File: config.mk
export PLATFORM = sky130hd
export DESIGN_NAME = cdc_fifo_write_arbiter
export DESIGN_NICKNAME = d
export VERILOG_FILES = /design/src/rtl/cdc_fifo_write_arbiter.sv
export SDC_FILE = /design/constraint.sdc
export NUM_CORES = 1
export LEC_CHECK = 0
export CAP_MARGIN = 20
export CORE_UTILIZATION = 43
export DETAILED_ROUTE_END_ITERATION = 10
export PLACE_DENSITY = 0.8
export SLEW_MARGIN = 20
export SYNTH_ARGS = -nofsm -noshare
export SYNTH_HDL_FRONTEND = slang
export SYNTH_SLANG_ARGS = --single-unit
File: constraint.sdc
create_clock -name write_clock -period 1.7 [get_ports write_clock]
set_input_delay 0.34 -clock write_clock [delete_from_list [all_inputs] [get_ports write_clock]]
set_output_delay 0.34 -clock write_clock [all_outputs]
set_load 0.05 [all_outputs]
File: src/rtl/cdc_fifo_write_arbiter.sv
// Round-robin arbiter sharing the cdc_fifo write port among NUM_REQUESTERS producers, bursts of up to MAX_BURST beats.
// Latency: grant registered one cycle after valid is seen in IDLE; one IDLE bubble after every release.
// Backpressure: FIFO full stalls the owner (req_ready=0, no write); non-owners are never readied.
module cdc_fifo_write_arbiter #(
    parameter  int NUM_REQUESTERS = 4,
    parameter  int DATA_WIDTH     = 4,
    parameter  int MAX_BURST      = 4,
    localparam int IW             = (NUM_REQUESTERS > 1) ? $clog2(NUM_REQUESTERS) : 1,
    localparam int BW             = $clog2(MAX_BURST + 1)
) (
    input  logic                                 write_clock,
    input  logic                                 write_reset,
    input  logic [NUM_REQUESTERS-1:0]            req_valid,
    input  logic [NUM_REQUESTERS*DATA_WIDTH-1:0] req_data,
    output logic [NUM_REQUESTERS-1:0]            req_ready,
    input  logic                                 full,
    output logic [DATA_WIDTH-1:0]                write_data,
    output logic                                 write_increment,
    output logic [NUM_REQUESTERS-1:0]            grant,
    output logic [IW-1:0]                        grant_index,
    output logic                                 busy
);

    typedef enum logic {IDLE, GRANT} state_t;

    state_t          state, state_nxt;
    logic [BW-1:0]   beat_count;
    logic [IW-1:0]   last_owner;
    logic            sel_vld;
    logic [IW-1:0]   sel_idx;
    logic [IW-1:0]   idx;
    logic            owner_valid;
    logic [DATA_WIDTH-1:0] owner_data;
    logic            in_grant;
    logic            xfer;
    logic            last_beat;
    logic            release_now;

    // Scan downward so the candidate closest after last_owner is assigned last and wins.
    always_comb begin
        sel_vld = 1'b0;
        sel_idx = '0;
        idx     = '0;
        for (int k = NUM_REQUESTERS; k >= 1; k--) begin
            idx = IW'((int'(last_owner) + k) % NUM_REQUESTERS);
            if (req_valid[idx]) begin
                sel_vld = 1'b1;
                sel_idx = idx;
            end
        end
    end

    assign owner_valid = req_valid[grant_index];
    assign owner_data  = req_data[int'(grant_index)*DATA_WIDTH +: DATA_WIDTH];

    always_comb begin
        state_nxt       = state;
        in_grant        = (state == GRANT);
        xfer            = in_grant & owner_valid & ~full & ~write_reset;
        last_beat       = (beat_count == BW'(MAX_BURST - 1));
        release_now     = in_grant & ((xfer & last_beat) | ~owner_valid);
        req_ready       = '0;
        write_increment = xfer;
        write_data      = '0;
        busy            = in_grant;
        if (in_grant & ~full & ~write_reset) begin
            req_ready = grant;
        end
        if (xfer) begin
            write_data = owner_data;
        end
        case (state)
            IDLE:    if (sel_vld)     state_nxt = GRANT;
            GRANT:   if (release_now) state_nxt = IDLE;
            default: state_nxt = IDLE;
        endcase
    end

    always_ff @(posedge write_clock) begin
        if (write_reset) begin
            state       <= IDLE;
            grant       <= '0;
            grant_index <= '0;
            beat_count  <= '0;
            last_owner  <= IW'(NUM_REQUESTERS - 1);
        end else begin
            state <= state_nxt;
            case (state)
                IDLE: begin
                    if (sel_vld) begin
                        grant       <= {{(NUM_REQUESTERS-1){1'b0}}, 1'b1} << sel_idx;
                        grant_index <= sel_idx;
                        beat_count  <= '0;
                    end
                end
                GRANT: begin
                    if (release_now) begin
                        last_owner  <= grant_index;
                        grant       <= '0;
                        grant_index <= '0;
                        beat_count  <= '0;
                    end else if (xfer) begin
                        beat_count  <= beat_count + BW'(1);
                    end
                end
                default: ;
            endcase
        end
    end

endmodule
==> flow_summary.ini <==
[status]
status = finished, violations left
violations = setup timing

[yosys]
synth-compound-area-share_pct = 19.6
async_flop_share_pct = 0
avgSynthCellArea_um2 = 9.68
yosysSeqAreaShare_pct = 24.8
yosys-top-cells-area = dfxtp_1, mux4_1, mux2i_1
syn_nets = 125
synth_top_area_share_pct = 24.8
synth_edf_count = 0
synth_top_family_by_area = simple AND/OR/NAND/NOR gates
synthSimpleGateAreaFrac_pct = 24.4
synthMuxAreaShare_pct = 19.8
synth_largest_area_cell = dfxtp_1
synth_xor_area_share_pct = 0
synth.ff_latch_count = 12
ys_types = 34
ys_warn_count = 0
synth_fa_ha_area_share_pct = 2.58
synth_cells = 100
synth_ff_type = dfxtp_1
syn_area_um2 = 968

[placement]
dpl_cell_area_mm2 = 0.00162
place.detailed.hpwl_um = 2140
portBuffers = 38
place.gp.congestion = 0.900
place_ws_ns = -0.360
dp.cells = 179

[timing]
finalWorstSetupSlack_ns = -0.206
setup_viol = 5
hold_violations = 0
tightestPinTransition_ns = 0.328
period_share_pct = 112
skew_ns = 0.00642
whs_ns = 0.522
max_freq_ghz = 0.525
rsz0062_at_grt = true
slew_headroom_pct = 78.0
finalCriticalPeriod_ns = 1.91
drv_slew = 0

[power]
p_leak_uw = 0.000682
irDropWorstVdd_v = 0.000477
p_per_area_mw_per_mm2 = 567
total_power_uw = 955

[setup_path]
crit_family = flip-flops
startpoint_type = flop
path_buf_inv = 2
startpoint = grant_index[1]
cp_max_fo = 5
path_cells = mux2_4 -> nor2_4 -> a211o_4 -> clkinvlp_4 -> buf_12
cp.arrival_ns = 1.57
cp.required_ns = 1.36
end_kind = output port
max_stage_delay_ns = 0.38
cpMaxStageDelayCell = dfxtp_4
critPathKind = reg2out
regToRegStartpoint = grant_index[1]

[worst_hold_path]
holdCritStartpoint = grant[1]
hold_path_class = reg2reg

[final_layout]
antenna_cells = 0
stdcell_area_mm2 = 0.00168
area_delta_synth_final_pct = 73.8
final_net_count = 187
fin_cells = 188
drive_gt1_share_pct = 46.6

[clock_network]
htree_levels = 1
insertion_delay_ns = 0.28
root_buffer = clkbuf_4
clk_path_buf_depth = 2
cts.clk_slew.worst_paths_ns = 0.07
cts_tree = yes
cts.sinks = 12
cts_made_buffers = 3

[detailed_routing]
via_per_inst = 5.33
routed-via-count = 1002
dr.pass1.iters = 4
drc = 0
ant_nets = 0
drt_iter0_drc = 32
wl_um = 2870
wire_per_inst_um = 15.3

[global_routing]
grt_antenna_before_repair = 0
track_usage_pct = 25.2
overflow = 0
grt_pass1_vias = 1003
grt_max_degree = 20
grt_first_pass_wirelength_um = 4630

[floorplan]
num_io_pins = 39
die_area_mm2 = 0.00245
core_area_mm2 = 0.00204
fp-row-count = 16
die_y_um = 49.5
initial_core_util_pct = 47.4
die_w_um = 49.5

[job]
maxCapViolations = 0
[power by group]
part	leakage, µW	internal [µW]	switching [µW]
sequential	0.000100	304	31.5
clock	0.0000150	91.0	92.6
combinational	0.000567	232	204
total	0.000682	627	328
[metrics by stage]
step,utilization [%],setup TNS (ns)
finish,82.4,-0.902
global route,82.4,-1.13
CTS,82.5,-1.08
detailed placement,79.3,-4.45
global placement,79.3,-3.81
floorplan,-,-0.486
[routing by layer]
layer | wire, µm | share of wire, % | vias up | global-route usage [%]
met5 | 0 | 0 | - | 0
met4 | 8 | 0.28 | 0 | 4.76
met3 | 122 | 4.2 | 3 | 4.63
met2 | 1540 | 53 | 31 | 47.5
met1 | 1200 | 42 | 485 | 29.6
li1 | - | - | 483 | -
[kinds of logic (layout without fill, tap and decap cells)]
kind of cell | after synthesis | after routing
AOI/OAI and AO/OA | 22 | 22
adders and majority gates | 2 | 2
buffers and inverters | 12 | 73
DFF | 12 | 12
muxes | 12 | 12
and+or+nand+nor | 40 | 40
[timing repair]
item / in CTS / in global routing
resized for setup: 11 / 6
setup buffers: 5 / 1
endpoints found under the setup margin: 9 / 9
hold buffers: 0 / 0
pin swaps: 4 / 1
[flip-flops by register name, summed over array words and instances (netlist names)]
name,count
grant_index,2
beat_count,3
grant,4
busy,1
last_owner,2
[cells in the mapped netlist (3+ instances only)]
| cell type | count |
|---|---|
| nor2_1 | 13 |
| dfxtp_1 | 12 |
| inv_1 | 7 |
| mux2i_1 | 6 |
| nor2b_1 | 5 |
| o21ai_0 | 5 |
| a21oi_1 | 4 |
| mux4_1 | 4 |
| nand2b_1 | 4 |
| o32ai_1 | 4 |
| nand2_1 | 3 |
| or2b_2 | 3 |
[final cells by class]
type | instances | area (µm²)
inverters | 7 | 30.0
fillers | 129 | 359
multi-input cells | 76 | 703
flip-flops and latches | 12 | 251
repair buffers | 62 | 638
well taps | 27 | 33.8
clock buffers | 4 | 26.3
[cells in the final DEF (no fill, tap or decap), types with 2 or more instances in the layout]
cell             count
nand2b_1             4
nor2_4               3
dfxtp_4              3
o32ai_1              4
clkbuf_4             3
nor2_1               7
clkdlybuf4s50_1     16
nor2_2               3
o21ai_0              5
mux4_2               4
nand3_1              2
dlygate4sd2_1        6
nor3_1               2
a21oi_1              4
buf_4               30
nor2b_4              4
buf_12              10
inv_1                6
nand2_1              2
and2b_2              2
or2b_2               3
mux2i_1              5
ha_1                 2
a21oi_4              2
dfxtp_1              9
[worst register-to-register path: stages, from the launching register on]
cell	delay, ns
dfxtp_4	0.38
mux2_4	0.32
buf_4	0.14
buf_4	0.13
o2bb2ai_4	0.16
a21oi_4	0.22
mux2i_1	0.20
[worst paths after layout]
check               endpoint  slack (ns)  depth (start not counted)
max          write_increment       -0.21                          5
max reg2reg    beat_count[0]        0.06                          6
min reg2reg         grant[1]        0.52                          2
min                 grant[1]        0.52                          2
Power figures use the tool's default switching activity.
